## src/rtl/sprite_engine_multi_if.sv

```systemverilog
// Register bus between the TinyQV core and the sprite peripheral.
// The core drives address, write data and strobes; the peripheral returns read data.
interface sprite_engine_multi_if;
  logic [5:0]  address;
  logic [31:0] data_in;
  logic [1:0]  data_write_n;
  logic [1:0]  data_read_n;
  logic [31:0] data_out;
  logic        data_ready;

  modport master (
    output address, data_in, data_write_n, data_read_n,
    input  data_out, data_ready
  );

  modport slave (
    input  address, data_in, data_write_n, data_read_n,
    output data_out, data_ready
  );
endinterface

```

## src/rtl/sprite_engine_multi.sv

```systemverilog
// VGA raster and sprite renderer with double-buffered sprite registers.
// Optional macro SPRITE_COLLISION_EN adds a sprite-overlap flag and interrupt.
module sprite_engine_multi #(
  parameter int   NUM_SPRITES = 4,
  parameter int   SCALE_SHIFT = 2,
  parameter int   H_ACTIVE    = 1024,
  parameter int   H_FP        = 24,
  parameter int   H_SYNC      = 136,
  parameter int   H_BP        = 160,
  parameter int   V_ACTIVE    = 768,
  parameter int   V_FP        = 3,
  parameter int   V_SYNC      = 6,
  parameter int   V_BP        = 29,
  parameter logic SYNC_POL    = 1'b0
) (
  input  logic                 clk,
  input  logic                 rst_n,
  sprite_engine_multi_if.slave bus,
  output logic [7:0]           uo_out,
  output logic                 user_interrupt
);
  localparam int HT = H_ACTIVE + H_FP + H_SYNC + H_BP;
  localparam int VT = V_ACTIVE + V_FP + V_SYNC + V_BP;
  localparam int HW = $clog2(HT);
  localparam int VW = $clog2(VT);
  localparam int N  = NUM_SPRITES;

  logic [HW-1:0] h_q, h_d;
  logic [VW-1:0] v_q, v_d;
  logic          en_q, irq_en_q, irq_q, coll;
  logic [7:0]    frame_q;
  logic [5:0]    bg_q;
  logic [3:0]    sel_q;

  logic [7:0]  sx_q [N];
  logic [7:0]  sx_d [N];
  logic [7:0]  sy_q [N];
  logic [7:0]  sy_d [N];
  logic [4:0]  sc_q [N];
  logic [4:0]  sc_d [N];
  logic [63:0] sb_q [N];
  logic [63:0] sb_d [N];
  logic [7:0]  ax_q [N];
  logic [7:0]  ay_q [N];
  logic [4:0]  ac_q [N];
  logic [63:0] ab_q [N];

  logic [N-1:0] hit_d, hit_q;
  logic         vis_d, vis_q, hs_d, hs_q, vs_d, vs_q;
  logic [5:0]   rgb;
  logic [7:0]   lx, ly;
  logic [31:0]  rdata;
  logic [31:0]  hx, vx;
  logic         wr, w16, w32, commit;

  assign wr  = bus.data_write_n != 2'b11;
  assign w16 = bus.data_write_n == 2'b01;
  assign w32 = bus.data_write_n == 2'b10;
  assign commit = en_q && h_q == '0 && v_q == VW'(V_ACTIVE);

  function automatic logic [5:0] pal(input logic [1:0] p);
    case (p)
      2'd0:    pal = 6'b111111;
      2'd1:    pal = 6'b110000;
      2'd2:    pal = 6'b001100;
      default: pal = 6'b000011;
    endcase
  endfunction

  // Raster counters; parked at the origin while the engine is disabled
  always_comb begin
    h_d = h_q;
    v_d = v_q;
    if (!en_q) begin
      h_d = '0;
      v_d = '0;
    end else if (h_q == HW'(HT - 1)) begin
      h_d = '0;
      v_d = (v_q == VW'(VT - 1)) ? '0 : v_q + 1'b1;
    end else begin
      h_d = h_q + 1'b1;
    end
  end

  // Counter state
  always_ff @(posedge clk) begin
    if (!rst_n) begin
      h_q <= '0;
      v_q <= '0;
    end else begin
      h_q <= h_d;
      v_q <= v_d;
    end
  end

  // Shadow next-state from writes through the sprite window
  always_comb begin
    sx_d = sx_q;
    sy_d = sy_q;
    sc_d = sc_q;
    sb_d = sb_q;
    for (int i = 0; i < N; i++) begin
      if (wr && sel_q == 4'(i)) begin
        if (bus.address == 6'h04 && w16) begin
          sx_d[i] = bus.data_in[7:0];
          sy_d[i] = bus.data_in[15:8];
        end
        if (bus.address == 6'h06)
          sc_d[i] = bus.data_in[4:0];
        if (bus.address == 6'h08 && w32)
          sb_d[i][31:0] = bus.data_in;
        if (bus.address == 6'h0C && w32)
          sb_d[i][63:32] = bus.data_in;
      end
    end
  end

  // Shadow registers
  always_ff @(posedge clk) begin
    if (!rst_n) begin
      for (int i = 0; i < N; i++) begin
        sx_q[i] <= '0;
        sy_q[i] <= '0;
        sc_q[i] <= '0;
        sb_q[i] <= '0;
      end
    end else begin
      sx_q <= sx_d;
      sy_q <= sy_d;
      sc_q <= sc_d;
      sb_q <= sb_d;
    end
  end

  // Active copy: latched at vblank start, transparent while disabled
  always_ff @(posedge clk) begin
    if (!rst_n) begin
      for (int i = 0; i < N; i++) begin
        ax_q[i] <= '0;
        ay_q[i] <= '0;
        ac_q[i] <= '0;
        ab_q[i] <= '0;
      end
    end else if (commit || !en_q) begin
      ax_q <= sx_d;
      ay_q <= sy_d;
      ac_q <= sc_d;
      ab_q <= sb_d;
    end
  end

  // Global registers, frame counter and vblank interrupt (set wins)
  always_ff @(posedge clk) begin
    if (!rst_n) begin
      en_q     <= 1'b0;
      irq_en_q <= 1'b0;
      irq_q    <= 1'b0;
      frame_q  <= '0;
      bg_q     <= '0;
      sel_q    <= '0;
    end else begin
      if (wr && bus.address == 6'h00)
        {irq_en_q, en_q} <= bus.data_in[1:0];
      if (wr && bus.address == 6'h02)
        bg_q <= bus.data_in[5:0];
      if (wr && bus.address == 6'h03)
        sel_q <= bus.data_in[3:0];
      if (wr && bus.address == 6'h01 && bus.data_in[0])
        irq_q <= 1'b0;
      if (commit) begin
        frame_q <= frame_q + 1'b1;
        if (irq_en_q)
          irq_q <= 1'b1;
      end
    end
  end

  assign hx = 32'(h_q);
  assign vx = 32'(v_q);
  assign lx = 8'(h_q >> SCALE_SHIFT);
  assign ly = 8'(v_q >> SCALE_SHIFT);
  assign vis_d = en_q && hx < H_ACTIVE && vx < V_ACTIVE;
  assign hs_d = en_q && hx >= H_ACTIVE + H_FP
             && hx < H_ACTIVE + H_FP + H_SYNC;
  assign vs_d = en_q && vx >= V_ACTIVE + V_FP
             && vx < V_ACTIVE + V_FP + V_SYNC;

  for (genvar g = 0; g < N; g++) begin : g_spr
    logic [7:0] dx, dy;
    logic [2:0] col, row;
    assign dx  = lx - ax_q[g];
    assign dy  = ly - ay_q[g];
    assign col = ac_q[g][2] ? ~dx[2:0] : dx[2:0];
    assign row = ac_q[g][3] ? ~dy[2:0] : dy[2:0];
    assign hit_d[g] = ac_q[g][4] && dx[7:3] == '0
                   && dy[7:3] == '0 && ab_q[g][{row, col}];
  end

  // Stage 1: hit vector and timing flags
  always_ff @(posedge clk) begin
    if (!rst_n) begin
      hit_q <= '0;
      vis_q <= 1'b0;
      hs_q  <= 1'b0;
      vs_q  <= 1'b0;
    end else begin
      hit_q <= hit_d;
      vis_q <= vis_d;
      hs_q  <= hs_d;
      vs_q  <= vs_d;
    end
  end

  // Stage 2 colour: highest-index hit wins, else background
  always_comb begin
    rgb = bg_q;
    for (int i = 0; i < N; i++)
      if (hit_q[i]) rgb = pal(ac_q[i][1:0]);
    if (!vis_q) rgb = '0;
  end

  // Stage 2 output register
  always_ff @(posedge clk) begin
    if (!rst_n)
      uo_out <= {~SYNC_POL, 3'b000, ~SYNC_POL, 3'b000};
    else
      uo_out <= {hs_q ? SYNC_POL : ~SYNC_POL,
                 rgb[0], rgb[2], rgb[4],
                 vs_q ? SYNC_POL : ~SYNC_POL,
                 rgb[1], rgb[3], rgb[5]};
  end

`ifdef SPRITE_COLLISION_EN
  logic coll_q;
  // Overlap flag: two or more hits on a visible pixel (set wins)
  always_ff @(posedge clk) begin
    if (!rst_n)
      coll_q <= 1'b0;
    else begin
      if (wr && bus.address == 6'h01 && bus.data_in[1])
        coll_q <= 1'b0;
      if (vis_q && |(hit_q & (hit_q - N'(1))))
        coll_q <= 1'b1;
    end
  end
  assign coll = coll_q;
  assign user_interrupt = irq_q | (irq_en_q & coll_q);
`else
  assign coll = 1'b0;
  assign user_interrupt = irq_q;
`endif

  // Readback of globals and the selected shadow
  always_comb begin
    rdata = '0;
    case (bus.address)
      6'h00: rdata = {30'd0, irq_en_q, en_q};
      6'h01: rdata = {16'd0, frame_q, 6'd0, coll, irq_q};
      6'h02: rdata = {26'd0, bg_q};
      6'h03: rdata = {28'd0, sel_q};
      6'h04, 6'h06, 6'h08, 6'h0C: begin
        for (int i = 0; i < N; i++) begin
          if (sel_q == 4'(i)) begin
            case (bus.address)
              6'h04:   rdata = {16'd0, sy_q[i], sx_q[i]};
              6'h06:   rdata = {27'd0, sc_q[i]};
              6'h08:   rdata = sb_q[i][31:0];
              default: rdata = sb_q[i][63:32];
            endcase
          end
        end
      end
      default: rdata = '0;
    endcase
  end

  assign bus.data_out   = (bus.data_read_n != 2'b11) ? rdata : '0;
  assign bus.data_ready = 1'b1;
endmodule

```

## src/flat_wrapper.sv

```systemverilog
// flat-port wrapper written by rule: the top's interface ports become plain ports
module sprite_engine_multi_flat 
#(
  parameter int   NUM_SPRITES = 4,
  parameter int   SCALE_SHIFT = 2,
  parameter int   H_ACTIVE    = 1024,
  parameter int   H_FP        = 24,
  parameter int   H_SYNC      = 136,
  parameter int   H_BP        = 160,
  parameter int   V_ACTIVE    = 768,
  parameter int   V_FP        = 3,
  parameter int   V_SYNC      = 6,
  parameter int   V_BP        = 29,
  parameter logic SYNC_POL    = 1'b0
)
  (clk, rst_n, uo_out, user_interrupt, bus_address, bus_data_in, bus_data_write_n, bus_data_read_n, bus_data_out, bus_data_ready);
  sprite_engine_multi_if bus_i ();
  input  logic clk;
  input  logic rst_n;
  output logic [7:0] uo_out;
  output logic user_interrupt;
  input wire logic [$bits(bus_i.address)-1:0] bus_address;
  input wire logic [$bits(bus_i.data_in)-1:0] bus_data_in;
  input wire logic [$bits(bus_i.data_write_n)-1:0] bus_data_write_n;
  input wire logic [$bits(bus_i.data_read_n)-1:0] bus_data_read_n;
  output wire logic [$bits(bus_i.data_out)-1:0] bus_data_out;
  output wire logic [$bits(bus_i.data_ready)-1:0] bus_data_ready;
  assign bus_i.address = bus_address;
  assign bus_i.data_in = bus_data_in;
  assign bus_i.data_write_n = bus_data_write_n;
  assign bus_i.data_read_n = bus_data_read_n;
  assign bus_data_out = bus_i.data_out;
  assign bus_data_ready = bus_i.data_ready;
  sprite_engine_multi #(.NUM_SPRITES(NUM_SPRITES), .SCALE_SHIFT(SCALE_SHIFT), .H_ACTIVE(H_ACTIVE), .H_FP(H_FP), .H_SYNC(H_SYNC), .H_BP(H_BP), .V_ACTIVE(V_ACTIVE), .V_FP(V_FP), .V_SYNC(V_SYNC), .V_BP(V_BP), .SYNC_POL(SYNC_POL)) u_core (.clk(clk), .rst_n(rst_n), .bus(bus_i), .uo_out(uo_out), .user_interrupt(user_interrupt));
endmodule
```

## config.mk

```make
export PLATFORM = sky130hd
export DESIGN_NAME = sprite_engine_multi_flat
export DESIGN_NICKNAME = d
export VERILOG_FILES = /design/src/rtl/sprite_engine_multi_if.sv /design/src/rtl/sprite_engine_multi.sv /design/src/flat_wrapper.sv
export SDC_FILE = /design/constraint.sdc
export NUM_CORES = 2
export LEC_CHECK = 0
export CAP_MARGIN = 30
export CELL_PAD_IN_SITES_DETAIL_PLACEMENT = 0
export CELL_PAD_IN_SITES_GLOBAL_PLACEMENT = 1
export CORE_AREA = 3 3 414 252
export DETAILED_ROUTE_END_ITERATION = 7
export DIE_AREA = 0 0 417 255
export GPL_TIMING_DRIVEN = 0
export PLACE_DENSITY = 0.6
export RECOVER_POWER = 25
export SYNTH_ARGS = -nofsm -noshare
export SYNTH_HDL_FRONTEND = slang
export SYNTH_SLANG_ARGS = --single-unit
```

## constraint.sdc

```tcl
create_clock -name clk -period 7.2 [get_ports clk]
set_input_delay 1.8 -clock clk [delete_from_list [all_inputs] [get_ports clk]]
set_output_delay 1.8 -clock clk [all_outputs]
set_load 0.01 [all_outputs]
```

# == Yosys cells after proc, flatten, opt, wreduce, memory -nomap -nowiden ==
# Index checks and enable logic that the tools add are counted.
# totals
register_bits,737
inputBits,44
output_inout_bits,42
wordCells,231
# classes
add_sub_neg,11
order_cmp,10
eq_ne,25
n_mux,76
bitwise,10
reduce_logical,53
# op_table
op,count
32-bit 2-to-1 mux,13
32-bit case mux with 3 select lines,4
64-bit 2-to-1 mux,4
32-bit case mux with 5 select lines,1
8-bit 2-to-1 mux,16
6-bit case mux with 3 select lines,4
8-bit subtractor,8
5-bit zero test,8
5-bit 2-to-1 mux,8
1-bit logical AND,32
6-bit by 7-bit less-than comparator with 1-bit output (second input constant),4
1-bit binary-select mux with 6-bit select,4
3-bit 2-to-1 mux,8
6-bit 2-to-1 mux,4
3-bit NOT,8
11-bit less-than comparator (second input constant),2
10-bit == test (second input constant),2
10-bit less-than comparator (second input constant),2
6-bit by 2-bit == test with 1-bit output (second input constant),2
6-bit by 3-bit == test with 1-bit output (second input constant),2
6-bit by 4-bit == test with 1-bit output (second input constant),2
11-bit by 1-bit adder with 11-bit output (second input constant),1
11-bit == test (second input constant),1
11-bit greater-or-equal comparator (second input constant),1
other kinds (21),44

# == Longest topological paths before layout ==
# depth
depth_word,8
mapped_depth,14
depth_no_buf,12

# == Worst setup path after synthesis ==
# Ideal clock, no wire load.
# synth_path
path_type,input to output
from,in bus_address[1]
to,out bus_data_out[6]
arrival_time_ns,3.846
t_required_ns,5.400
setup_slack_ns,1.554
path_stages,9
n_path_buf,3
path_cell_list,clkbuf_1 -> nor4_1 -> and3b_1 -> clkbuf_1 -> clkbuf_1 -> a222oi_1 -> mux2i_1 -> nor2_1 -> nor4_1
# synth_between
elab_chain_len,8
elab_cells_between_ends,19
classes_between,eq/ne (7); mux (10); reduce/logical (2)
# synth_rtl
element,line_no,rtl
start: declaration,flat_wrapper.sv:22,input wire logic [$bits(bus_i.address)-1:0] bus_address;
6-bit by 4-bit == test with 1-bit output / 6-bit by 3-bit == test with 1-bit output (equally long branches),"sprite_engine_multi.sv:256, sprite_engine_multi.sv:264",
32-bit case mux with 3 select lines,sprite_engine_multi.sv:264,case (bus.address)
32-bit 2-to-1 mux (4 in a row),sprite_engine_multi.sv:263,if (sel_q == 4'(i)) begin
32-bit case mux with 5 select lines *,sprite_engine_multi.sv:256,case (bus.address)
32-bit 2-to-1 mux *,sprite_engine_multi.sv:277,assign bus.data_out = (bus.data_read_n != 2'b11) ? rdata : '0;
end: declaration,flat_wrapper.sv:26,output wire logic [$bits(bus_i.data_out)-1:0] bus_data_out;
# Every way passes the cells marked *; elsewhere a longest branch is shown, timed or not.

# == Worst setup path in the final report ==
# layout_path
from,in bus_address[2]
to,out bus_data_out[13]
# Same word-level chain as after synthesis.

==> results.json <==
{
  "fin_ws_ns": -0.0951,
  "cts_tree": "built",
  "finalPower_uw": 8750,
  "finalNetCount": 4088,
  "combPwrFrac_pct": 5.0,
  "ys_top_cells_by_area": "dfxtp_1 42%, o211a_1 9.7%, nor2b_1 6.4%",
  "synthCells": 3765,
  "drcViolationCount": 4,
  "die_h_um": 255,
  "grt_first_pass_wirelength_um": 236000,
  "synth_edf_count": 0,
  "critPathMaxFanout": 10,
  "setup_viol": 4,
  "clkTransAtPathRegs_ns": 0.06,
  "clockPowerShare_pct": 48.3,
  "drv_slew": 6,
  "coreArea_mm2": 0.101,
  "netSwitchingFraction_pct": 24.9,
  "pin_count": 86,
  "initial_core_util_pct": 35.0,
  "clock_latency_ns": 0.68,
  "wirelength_um": 174000,
  "ant_nets": 0,
  "synth-seq-cells": 737,
  "rows": 90,
  "seq_area_frac_synth_pct": 41.9,
  "synthArstFlopShare_pct": 0,
  "clockBufferDepth": 3,
  "critPathRequiredTime_ns": 5.40,
  "rsz0062_at_grt": "no",
  "hold_violations": 0,
  "drive_gt1_share_pct": 9.27,
  "root_buffer": "clkbuf_16",
  "maxCapViolCount": 1,
  "power_density_mw_per_mm2": 214,
  "post_dp_cell_area_mm2": 0.0381,
  "port-buffer-count": 81,
  "dieArea_mm2": 0.106,
  "critPathArrivalTime_ns": 5.50,
  "fillerInstances": 10200,
  "die_w_um": 417,
  "stdcell_area_mm2": 0.0409,
  "cts_sinks": 737,
  "cts_setup_buffers": 0,
  "ys_types": 71,
  "viasPerCell": 5.87,
  "yosys_warnings": 0,
  "relSlewSlack_pct": -1.84,
  "fmax_mhz": 137,
  "fin_tns_setup_ns": -0.192,
  "p_int_uw": 6580,
  "crit_type": "primary input to primary output",
  "outcome": "finished, violations left",
  "hold_buffers": 0,
  "synth_top_area_cell": "dfxtp_1",
  "violations": "DRC, capacitance limit, slew limit, setup timing",
  "fin_worst_skew_ns": 0.0282,
  "period_share_pct": 101,
  "ys.flop_type": "dfxtp_1",
  "switchingPower_uw": 2180,
  "syn_nets": 3896,
  "numCtsBuffers": 77,
  "grt.total_usage_pct": 32.0,
  "grt_max_degree": 14,
  "grt_pass1_vias": 28800,
  "synth_top_area_share_pct": 41.9,
  "overflow": 0,
  "drtIter0Drc": 4271,
  "startpoint_type": "primary input",
  "p_seq_share_pct": 46.7,
  "htreeDepth": 3,
  "peakVddDrop_uv": 164,
  "place.gp.congestion": 1.07,
  "antenna_found_initial": 9,
  "area_growth_pct": 16.0,
  "routedWlPerCell_um": 32.5,
  "hp-class": "flop to flop",
  "place_ws_ns": -1.60,
  "post-dp-hpwl_um": 138000,
  "leakage_uw": 0.0193,
  "first_pass_iters": 8,
  "syn_area_mm2": 0.0352,
  "endpoint_kind": "primary output",
  "worst_pin_slew_ns": 1.52,
  "synth.avg_cell_area_um2": 9.36,
  "via_count": 31500,
  "final_core_util_pct": 40.6,
  "finalCriticalPeriod_ns": 7.30
}
registers in the layout, indices dropped and copies added (netlist names), 4 cells and up:
| signal | flops |
|---|---|
| u_core.ax_q | 32 |
| u_core.ab_q | 256 |
| u_core.sc_q | 20 |
| u_core.bg_q | 6 |
| u_core.ay_q | 32 |
| u_core.hit_q | 4 |
| u_core.sb_q | 256 |
| u_core.sel_q | 4 |
| u_core.ac_q | 20 |
| u_core.h_q | 11 |
| u_core.frame_q | 8 |
| u_core.uo_out | 8 |
| u_core.sx_q | 32 |
| u_core.v_q | 10 |
| u_core.sy_q | 32 |
power groups by stage:
stage          Combinational (uW)  Sequential (uW)  Clock [uW]
3_5_place_dp                  408             4180           0
5_1_grt                       432             4090        4410
2_1_floorplan                 164             4180           0
3_3_place_gp                  397             4180           0
6_report                      436             4090        4220
4_1_cts                       410             4090        4250
kinds of logic (layout without fill, tap and decap cells):
family / after synthesis / count (layout) / synth area share (%)
AO/OA/AOI/OAI: 909 / 909 / 20.2
XOR/XNOR: 86 / 86 / 2.24
adder cells (fa/ha/maj): 87 / 87 / 3.26
buffers and inverters: 389 / 636 / 4.64
flip-flops: 737 / 737 / 41.9
multiplexers: 278 / 278 / 10.4
other: 1 / 14 / 0.0106
AND/OR/NAND/NOR: 1278 / 1278 / 17.4
routing by layer:
layer	global-route usage (%)	up-vias	wire, um
met2	38.5	1607	60500
li1	-	13800	-
met4	6.50	10	3580
met3	18.1	233	26200
met1	47.6	15800	84100
met5	0	-	66
cell type report:
cell class	instances	area, um2	share of cell area (%)
Clock buffer	113	2280	5.59
Multi-Input combinational cell	2639	19000	46.5
Tap cell	1334	1670	4.08
Clock inverter	21	277	0.677
Antenna cell	13	32.5	0.0796
Timing Repair Buffer	114	1140	2.80
Sequential cell	737	14800	36.1
Inverter	92	345	0.845
Buffer	296	1350	3.30
worst paths after layout:
check | startpoint | end | slack [ns] | cells past startpoint
worst max-delay path | bus_address[2] | bus_data_out[13] | -0.1 | 10
worst max register to register | u_core.h_q[2]$_SDFF_PP0_ | u_core.hit_q[1]$_SDFF_PN0_ | 1.79 | 14
worst min register to register | u_core.vs_q$_SDFF_PN0_ | u_core.uo_out[3]$_SDFF_PN1_ | 0.37 | 1
worst min-delay path | u_core.vs_q$_SDFF_PN0_ | u_core.uo_out[3]$_SDFF_PN1_ | 0.37 | 1
synth_stat cells (all sizes together) (7+ instances only):
master and count:
nor4 26, fa 8, a21boi 10, a21oi 299, nor2b 362, or3 7
nor3b 10, o21ai 41, a221o 22, o31a 12, nand3b 12, a222oi 36
buf 108, clkbuf 189, o21a 7, and2 14, inv 91, mux2i 209
o211a 341, mux4 65, nor2 284, nand2 458, a21o 12, xnor2 44
ha 79, a221oi 71, a22oi 15, nor3 25, o21bai 7, dfxtp 737
nand3 38, or2 9, xor2 41
cell usage in the layout, fill, tap and decap left out, types with 13 or more instances in the layout:
cell | netlist | routed
mux2i_1 | 209 | 209
inv_1 | 91 | 91
o211a_1 | 341 | 341
nand3_1 | 38 | 38
xor2_1 | 40 | 39
clkbuf_8 | 0 | 19
a222oi_1 | 36 | 36
clkbuf_2 | 0 | 17
diode_2 | 0 | 13
clkdlybuf4s50_1 | 0 | 59
nor2_1 | 284 | 278
nor4_1 | 25 | 20
mux4_2 | 52 | 52
nor2b_1 | 362 | 362
nand2_1 | 458 | 458
clkbuf_1 | 189 | 196
a221oi_1 | 71 | 71
clkbuf_16 | 0 | 79
a21oi_1 | 299 | 292
buf_2 | 87 | 86
mux4_1 | 13 | 13
xnor2_1 | 44 | 39
ha_1 | 79 | 79
nor3_1 | 23 | 23
dfxtp_1 | 737 | 737
buf_8 | 0 | 15
o21ai_0 | 41 | 36
a221o_1 | 22 | 22
per-stage QoR:
step,hold slack (ns),cells
3_5_place_dp,0.360,5207
4_1_cts,0.375,5341
3_3_place_gp,0.358,5180
2_1_floorplan,0.352,3765
6_report,0.372,5359
5_1_grt,0.388,5346
worst max-delay path: stages:
cell,delay (ns)
dlygate4sd2_1,0.42
and3b_1,0.25
clkbuf_4,0.24
buf_4,0.26
buf_4,0.26
a222oi_1,1.18
mux2i_1,0.25
o21ai_2,0.45
a21oi_4,0.16
dlymetal6s2s_1,0.21
timing repair:
item / in CTS / in global routing
setup endpoints to repair: 32 / 18
resized for setup: 60 / 31
pin swaps: 12 / 13
(Power assumes the default switching activity.)
